--- src/rtl/uart_pkg.sv ---
// uart_pkg -- shared definitions for the UART transmit arbiter.
//   arb_state_e  : arbiter FSM states (ARB_IDLE, ARB_WAIT)
//   DBIT_DEFAULT : default data byte width
//   clog2()      : index width helper, never returns less than 1
package uart_pkg;

  localparam int unsigned DBIT_DEFAULT = 8;

  typedef enum logic {
    ARB_IDLE = 1'b0,
    ARB_WAIT = 1'b1
  } arb_state_e;

  function automatic int unsigned clog2(input int unsigned v);
    int unsigned r;
    r = 0;
    for (int unsigned i = 0; i < 32; i++) begin
      if ((64'd1 << i) < 64'(v)) r = i + 1;
    end
    return (r == 0) ? 1 : r;
  endfunction

endpackage

--- src/rtl/uart_rr_pick.sv ---
// uart_rr_pick -- combinational round-robin priority picker.
//   req_i    [NREQ] : request vector
//   ptr_i    [PW]   : index of the last winner; search starts at ptr_i+1
//   winner_o [PW]   : first set request at or after ptr_i+1, wrapping mod NREQ
//   any_o           : at least one request is set
module uart_rr_pick
  import uart_pkg::*;
#(
  parameter int unsigned NREQ = 4,
  parameter int unsigned PW   = clog2(NREQ)
) (
  input  logic [NREQ-1:0] req_i,
  input  logic [PW-1:0]   ptr_i,
  output logic [PW-1:0]   winner_o,
  output logic            any_o
);

  // Offsets 1..NREQ from the pointer are scanned in order; the first hit wins.
  // Offset NREQ lands back on the pointer itself, so a lone requester can win again.
  always_comb begin
    winner_o = '0;
    any_o    = 1'b0;
    for (int unsigned k = 1; k <= NREQ; k++) begin
      for (int unsigned j = 0; j < NREQ; j++) begin
        if (!any_o && req_i[j] && (j == (32'(ptr_i) + k) % NREQ)) begin
          any_o    = 1'b1;
          winner_o = PW'(j);
        end
      end
    end
  end

endmodule

--- src/rtl/uart_tx_arb.sv ---
// uart_tx_arb -- round-robin arbiter sharing one UART transmitter between
// NREQ byte producers. The winner's byte is latched and a one-cycle tx_start is
// issued; ownership is held until the transmitter's tx_done_tick.
//   clk, rst_n    : clock (rising edge), asynchronous active-low reset
//   req  [NREQ]   : level requests, held until ack
//   req_data      : flattened bytes, requester i at [i*DBIT +: DBIT]
//   ack  [NREQ]   : one-cycle pulse, byte accepted
//   done [NREQ]   : one-cycle pulse, byte fully transmitted
//   busy          : high from acceptance until done
//   owner         : current/last granted requester
//   tx_start      : one-cycle start strobe to the transmitter
//   tx_din        : byte to the transmitter, held until next grant
//   tx_done_tick  : transmitter completion pulse
//   err           : (UART_ARB_TIMEOUT_EN only) one-cycle watchdog abort pulse
// Optional feature macro: UART_ARB_TIMEOUT_EN adds a WAIT-state watchdog of
// TIMEOUT cycles; without it WAIT waits indefinitely for tx_done_tick.
module uart_tx_arb
  import uart_pkg::*;
#(
  parameter  int unsigned NREQ    = 4,
  parameter  int unsigned DBIT    = DBIT_DEFAULT,
  parameter  int unsigned TIMEOUT = 65535,
  localparam int unsigned PW      = clog2(NREQ)
) (
  input  logic                 clk,
  input  logic                 rst_n,
  input  logic [NREQ-1:0]      req,
  input  logic [NREQ*DBIT-1:0] req_data,
  output logic [NREQ-1:0]      ack,
  output logic [NREQ-1:0]      done,
  output logic                 busy,
  output logic [PW-1:0]        owner,
  output logic                 tx_start,
  output logic [DBIT-1:0]      tx_din,
  input  logic                 tx_done_tick
`ifdef UART_ARB_TIMEOUT_EN
  ,
  output logic                 err
`endif
);

  // Elaboration-time parameter guards.
  if (NREQ < 2 || NREQ > 16) begin : g_bad_nreq
    $error("uart_tx_arb: NREQ must be in 2..16");
  end
  if (TIMEOUT < 1) begin : g_bad_timeout
    $error("uart_tx_arb: TIMEOUT must be at least 1");
  end

  arb_state_e      state_q;
  logic [PW-1:0]   ptr_q;
  logic [PW-1:0]   owner_q;
  logic [NREQ-1:0] ack_q;
  logic [NREQ-1:0] done_q;
  logic            busy_q;
  logic            tx_start_q;
  logic [DBIT-1:0] tx_din_q;

  logic [PW-1:0]   pick_win;
  logic            pick_any;
  logic [DBIT-1:0] pick_byte;

`ifdef UART_ARB_TIMEOUT_EN
  localparam int unsigned CW = clog2(TIMEOUT + 1);
  logic [CW-1:0] cnt_q;
  logic          err_q;
`endif

  uart_rr_pick #(
    .NREQ (NREQ),
    .PW   (PW)
  ) u_pick (
    .req_i    (req),
    .ptr_i    (ptr_q),
    .winner_o (pick_win),
    .any_o    (pick_any)
  );

  always_comb begin
    pick_byte = '0;
    for (int unsigned i = 0; i < NREQ; i++) begin
      if (pick_win == PW'(i)) pick_byte = req_data[i*DBIT +: DBIT];
    end
  end

  always_ff @(posedge clk or negedge rst_n) begin
    if (!rst_n) begin
      state_q    <= ARB_IDLE;
      ptr_q      <= PW'(NREQ - 1);
      owner_q    <= '0;
      ack_q      <= '0;
      done_q     <= '0;
      busy_q     <= 1'b0;
      tx_start_q <= 1'b0;
      tx_din_q   <= '0;
`ifdef UART_ARB_TIMEOUT_EN
      cnt_q      <= '0;
      err_q      <= 1'b0;
`endif
    end else begin
      tx_start_q <= 1'b0;
      ack_q      <= '0;
      done_q     <= '0;
`ifdef UART_ARB_TIMEOUT_EN
      err_q      <= 1'b0;
`endif
      case (state_q)
        ARB_IDLE: begin
          // tx_done_tick is deliberately ignored here.
          if (pick_any) begin
            tx_start_q      <= 1'b1;
            tx_din_q        <= pick_byte;
            ack_q[pick_win] <= 1'b1;
            owner_q         <= pick_win;
            ptr_q           <= pick_win;
            busy_q          <= 1'b1;
            state_q         <= ARB_WAIT;
`ifdef UART_ARB_TIMEOUT_EN
            cnt_q           <= '0;
`endif
          end
        end
        ARB_WAIT: begin
          if (tx_done_tick) begin
            done_q[owner_q] <= 1'b1;
            busy_q          <= 1'b0;
            state_q         <= ARB_IDLE;
          end
`ifdef UART_ARB_TIMEOUT_EN
          // Abort fires on the edge the counter would reach TIMEOUT, so err is
          // seen TIMEOUT cycles after tx_start; a same-cycle done tick wins above.
          else if (cnt_q >= CW'(TIMEOUT - 1)) begin
            err_q           <= 1'b1;
            done_q[owner_q] <= 1'b1;
            busy_q          <= 1'b0;
            state_q         <= ARB_IDLE;
          end else if (cnt_q != CW'(TIMEOUT)) begin
            cnt_q <= cnt_q + 1'b1;
          end
`endif
        end
        default: state_q <= ARB_IDLE;
      endcase
    end
  end

  assign ack      = ack_q;
  assign done     = done_q;
  assign busy     = busy_q;
  assign owner    = owner_q;
  assign tx_start = tx_start_q;
  assign tx_din   = tx_din_q;
`ifdef UART_ARB_TIMEOUT_EN
  assign err      = err_q;
`endif

endmodule

--- config.mk ---
export PLATFORM = sky130hd
export DESIGN_NAME = uart_tx_arb
export DESIGN_NICKNAME = d
export VERILOG_FILES = /design/src/rtl/uart_pkg.sv /design/src/rtl/uart_rr_pick.sv /design/src/rtl/uart_tx_arb.sv
export SDC_FILE = /design/constraint.sdc
export NUM_CORES = 1
export LEC_CHECK = 0
export BUFFER_PORTS_ARGS = -buffer_cell sky130_fd_sc_hd__buf_2
export CELL_PAD_IN_SITES_DETAIL_PLACEMENT = 1
export CELL_PAD_IN_SITES_GLOBAL_PLACEMENT = 2
export CORE_MARGIN = 2
export CORE_UTILIZATION = 27
export CTS_BUF_LIST = sky130_fd_sc_hd__clkbuf_16
export CTS_CLUSTER_DIAMETER = 80
export DETAILED_ROUTE_END_ITERATION = 16
export PLACE_DENSITY = 0.79
export SYNTH_ARGS = -nofsm -noshare
export SYNTH_HDL_FRONTEND = slang
export SYNTH_HIERARCHICAL = 1
export SYNTH_SLANG_ARGS = --single-unit
--- constraint.sdc ---
create_clock -name clk -period 2.4 [get_ports clk]
set_clock_uncertainty 0.1 [all_clocks]
set_input_delay 0.12 -clock clk [delete_from_list [all_inputs] [get_ports clk]]
set_output_delay 0.12 -clock clk [all_outputs]
set_load 0.005 [all_outputs]
======== Word-level counts from Yosys, hierarchy flattened ========
Cells that the tools add are included.
word-level totals
  register bits ........................... 23
  bits in latches ......................... 0
  RAM bits ................................ 0
  ROM bits ................................ 0
  bits of input ports ..................... 39
  output and inout bits ................... 20
  word-level logic and storage cells ...... 139
  memories ................................ 0
cells by class
  add/sub/neg operators ................... 4
  $mul .................................... 0
  divide/modulo/power cells ............... 0
  order comparisons ....................... 4
  equality and inequality tests ........... 17
  shifts and indexed selects .............. 0
  mux-type cells .......................... 50
  bitwise operators ....................... 1
  reductions and logical operators ........ 55
operators with widths
  kind                                                                          number
  32-bit logical NOT                                                            4
  1-bit logical AND                                                             33
  8-bit two-way mux                                                             4
  2-bit two-way mux                                                             14
  1-bit two-way mux                                                             24
  2-bit equality test, first input constant                                     8
  4-bit two-way mux                                                             4
  1-bit logical NOT                                                             15
  1-bit by 2-bit equality test with 1-bit output, first input constant          4
  2-bit by 3-bit less-than comparator with 1-bit output, second input constant  2
  2-bit by 1-bit adder with 2-bit output, second input constant                 2
  2-bit adder, second input constant                                            2
  1-bit demux with 2-bit select                                                 2
  2-bit equality test, second input constant                                    2
  2-bit by 1-bit >= comparator with 1-bit output, second input constant         2
  2-bit != test, second input constant                                          2
  1-bit case mux with 2 select lines                                            2
  2-bit AND reduction                                                           2
  2-bit by 1-bit equality test with 1-bit output, second input constant         1
  2-bit logical NOT                                                             1
  1-bit inverter                                                                1

======== Logic depth before layout (Yosys ltp) ========
  depth after elaboration ................. 70
  depth in mapped cells ................... 7
  depth with buffers taken out ............ 5

======== Cells and area by module ========
Netlist, hierarchy kept.
by module, submodules not included
  module        times used  cells an instance  area an instance (um2)  sequential area each (um2)
  uart_tx_arb   1           65                 1,048.5                 578.1
  uart_rr_pick  1           14                 78.8                    0.0

======== Worst setup path after synthesis ========
Ideal clock, no wire load.
  path type ............................... reg2reg
  start point ............................. reg ptr_q[0]
  end point ............................... reg tx_din_q[0], in the netlist tx_din[0]
  library setup time ...................... 0.125 ns
  arrival ................................. 1.800 ns
  required time ........................... 2.175 ns
  path slack .............................. 0.375 ns
  stages on the path, launching flop included .. 7
  buffers on the path ..................... 1
  period minus slack after synthesis ...... 2.025 ns
  cells stage by stage .................... dfstp_2 -> nand2b_1 -> o22ai_1 -> nor2_1 -> clkbuf_1 -> mux4_2 -> mux2_4
on the way
  longest elaborated chain between the ends .. 69
  elaborated cells on any way between the ends .. 106
  classes of those cells .................. add/sub: 4; eq/ne: 15; mux: 35; reduce/logical: 52
ends and longest elaborated chain
  element                                 line                text
  start, declared                         uart_tx_arb.sv:51   logic [PW-1:0] ptr_q;
  start signal, assigned                  uart_tx_arb.sv:89   ptr_q <= PW'(NREQ - 1);
  start signal, assigned                  uart_tx_arb.sv:115  ptr_q <= pick_win;
  2-bit by 1-bit adder with 2-bit output  uart_rr_pick.sv:25  if (!any_o && req_i[j] && (j == (32'(ptr_i) + k) % NREQ)) begin
  32-bit logical NOT                      uart_rr_pick.sv:25
  1-bit logical AND                       uart_rr_pick.sv:25
  1-bit two-way mux                       uart_rr_pick.sv:25
  1-bit logical NOT                       uart_rr_pick.sv:25
  1-bit logical AND (2 in series)         uart_rr_pick.sv:25
  1-bit two-way mux                       uart_rr_pick.sv:25
  1-bit logical NOT                       uart_rr_pick.sv:25
  (+50 left out)                          n/a
  1-bit two-way mux                       uart_rr_pick.sv:25
  1-bit logical NOT                       uart_rr_pick.sv:25
  1-bit logical AND (2 in series)         uart_rr_pick.sv:25
  2-bit two-way mux (*)                   uart_rr_pick.sv:25
  net pick_win[1]                         uart_tx_arb.sv:59   logic [PW-1:0] pick_win;
  2-bit logical NOT                       uart_tx_arb.sv:82   if (pick_win == PW'(i)) pick_byte = req_data[i*DBIT +: DBIT];
  8-bit two-way mux (3 in series)         uart_tx_arb.sv:82
  8-bit two-way mux (*)                   uart_tx_arb.sv:82
  end signal, assigned                    uart_tx_arb.sv:112  tx_din_q <= pick_byte;
  end, declared                           uart_tx_arb.sv:57   logic [DBIT-1:0] tx_din_q;
The timed path passes the listed nets; every way through them passes the cells marked *.
A chain may end at the register's enable or synchronous reset.

======== Final worst setup path ========
  start point ............................. reg ptr_q[0]
  end point ............................... reg tx_din_q[6], in the netlist tx_din[6]
The elaborated chain is that of the path after synthesis.

==> out/metrics.cfg <==
[synthesis]
number_of_enable_flip_flop_cells_after_synthesis = 0
ys_warn_count = 6
synth.ff_latch_count = 23
synth-main-ff-cell = dfrtp_1
synth-async-reset-ratio_pct = 100.0
syn_area_mm2 = 0.001127
synthTopCellsByArea = dfrtp_1 47%, mux4_1 9.3%, mux2_2 8.0%
yosysTopAreaCell = dfrtp_1
seq_area_frac_synth_pct = 51.28
synth_cells = 79
synth.top_cells.by_count = 21 x dfrtp_1, 8 x mux2_2, 7 x nor2_1
synth_fp_nets = 118
yosys.cell_count.top_type = dfrtp_1
synth_area_per_cell_um2 = 14.27
synthDominantCellAreaShare_pct = 46.61
yosys.cell_types.count = 26

[routing]
postRouteWirelength_um = 2812
vias = 899
drt_first_pass_iters = 2
vias_per_cell = 4.732
wl_per_cell_um = 14.80
antenna_violating_nets_post_route = 0
drc = 0
drt_iter0_markers = 5

[critical_path]
worst-path-max-fanout = 10
setup.worst_path.class = register to register
timing.critical_path.cells = nand2b_1 -> a21o_1 -> o311ai_2 -> buf_4 -> mux4_2 -> mux2_4
cp-start-kind = register
cp_data_required_time_ps = 2430
critical_path.slowest_cell = dfstp_2
arrival_ps = 2200
cell_depth_of_the_worst_setup_path = 6
path_delay_family = multiplexers
cpPeakStageDelay_ps = 550
crit_buf_inv = 1
r2r.worst_path.cells = 6
critPathCaptureType = register

[global_routing]
grt-ovfl-total = 0
grt_max_degree = 24
first_global_vias = 1014
grt_pass1_wl_um = 4491
grt_util_all_layers_pct = 13.27
initial_antenna_violation_count = 0

[clock_tree]
clk_latency_ps = 250
cts_repair_resize_count = 0
post-cts-setup-buffer-count = 0
cts_buffers = 3
cts_hold_repair.buffers = 1
cts.htree.levels = 1
cts_tree = yes
clk_root_buffer_cell = clkbuf_16
cts.sinks = 23
clock_tree.buffer_depth = 2
cts_clock_pin_slew_for_the_worst_setup_and_hold_paths_ps = 60

[timing]
final_period_minus_worst_setup_slack_ps = 2164
fmaxAchievable_ghz = 0.4621
slew_viol_final = 0
max_slew_margin_pct = 64.87
unrepaired_setup_endpoints_after_global_routing = false
setup-violations-final = 0
transition_at_the_pin_with_the_smallest_max_transition_slack_ps = 526.0
setup-tns-final_ps = 0
finalHoldViolCount = 0
min_period_over_period_pct = 90.18

[min_path]
min-delay-path-class = input pin to register
worst_hold_path.num_cells = 2

[cells_and_area]
final_net_count = 180
area_growth_syn_to_layout_pct = 38.07
antenna_cells = 0
drive_gt1_share_pct = 60.71

[power]
vdd_ir_drop_max_v = 0.0003010
total_power_w = 0.001796
p_leak_nw = 0.7844
cellPowerDensity_mw_per_mm2 = 1154

[floorplanning]
fp.dieArea_mm2 = 0.004708
die_height_um = 68.62
ioPinCount = 59
start_util_pct = 28.18
floorplan.core_area_mm2 = 0.004000
die_x_um = 68.62
fp-row-count = 23

[run_status]
result_of_the_run = finished, final reports clean

[placement]
port-buffer-count = 58
gp_congestion = 0.7537
dp_hpwl_um = 2357

[job]
maxCapViolations = 0

## stage by stage
| stage | util, % | hold slack, ps | setup slack (ps) | instance area (um^2) | std cells |
|---|---|---|---|---|---|
| after floorplan | - | -275.6 | 375.3 | 1127 | 79 |
| after global placement | 36.69 | 16.42 | 319.3 | 1468 | 185 |
| after detailed placement | 36.69 | 21.38 | 214.5 | 1468 | 185 |
| after CTS | 38.91 | 9.176 | 207.3 | 1556 | 190 |
| after global routing | 38.91 | 12.28 | 141.3 | 1556 | 190 |
| final | 38.91 | 8.820 | 235.8 | 1556 | 190 |
## routing by layer
layer / global-route usage, % / part of all wire (%) / up-vias
li1: - / - / 413
met1: 13.57 / 35 / 439
met2: 25.96 / 56 / 40
met3: 1.948 / 6.2 / 7
met4: 6.250 / 2.6 / 0
met5: 0 / 0 / -
## kinds of logic (layout without fill, tap and decap cells)
group / after synthesis / after routing / synth area share, %
flops: 23 / 23 / 51.28
simple gates: 21 / 21 / 9.767
mux: 20 / 20 / 30.63
buf+inv: 8 / 69 / 4.438
compound gates: 7 / 7 / 3.884
## path summary, 6_finish.rpt
path                       slack [ps]            startpoint               endpoint
max in group asynchronous        1550                 rst_n   ptr_q[0]$_DFFE_PN1P_
min reg2reg                       400  owner[1]$_DFFE_PN0P_      done[1]$_DFF_PN0_
min                                 9          tx_done_tick       busy$_DFFE_PN0P_
min in group asynchronous         280                 rst_n      done[1]$_DFF_PN0_
max                               240  ptr_q[0]$_DFFE_PN1P_  tx_din[6]$_DFFE_PN0P_
max reg2reg                       240  ptr_q[0]$_DFFE_PN1P_  tx_din[6]$_DFFE_PN0P_
## layout make-up
class / instances / area (um^2)
clock buffers: 3 / 75.07
clock inverters: 1 / 3.754
fillers: 467 / 2444
inverters: 4 / 15.01
multi-input cells: 48 / 506.7
flip-flops and latches: 23 / 578.1
well taps: 50 / 62.56
repair buffers: 61 / 315.3
## registers in the layout, summed over array words and instances (netlist names)
signal and flops:
state_q 1, done 4, busy 1, owner 2, ack 4, tx_start 1, ptr_q 2, tx_din 8
## power breakdown
| group | switching [W] | total (W) | internal (W) |
|---|---|---|---|
| clock network | 0.000121 | 0.000342 | 0.000222 |
| registers | 0.000102 | 0.000668 | 0.000566 |
| logic | 0.000326 | 0.000786 | 0.000460 |
| total | 0.000549 | 0.00180 | 0.00125 |
## placed cells by master, fill, tap and decap left out, types with 2 or more instances in the layout
cell type	synthesis	final
buf_2	1	58
dfrtp_1	21	21
mux2_2	8	8
nor2_1	7	7
inv_1	3	4
mux4_2	4	4
mux2_4	4	4
mux4_1	4	4
nand2b_1	3	3
nor3_1	3	3
clkbuf_16	0	3
nand2_1	2	2
nor3b_1	2	2
o21ai_0	2	2
o22ai_1	2	2
buf_4	0	2
dfstp_2	2	2
Note: power is estimated with default switching activity, not from simulation.
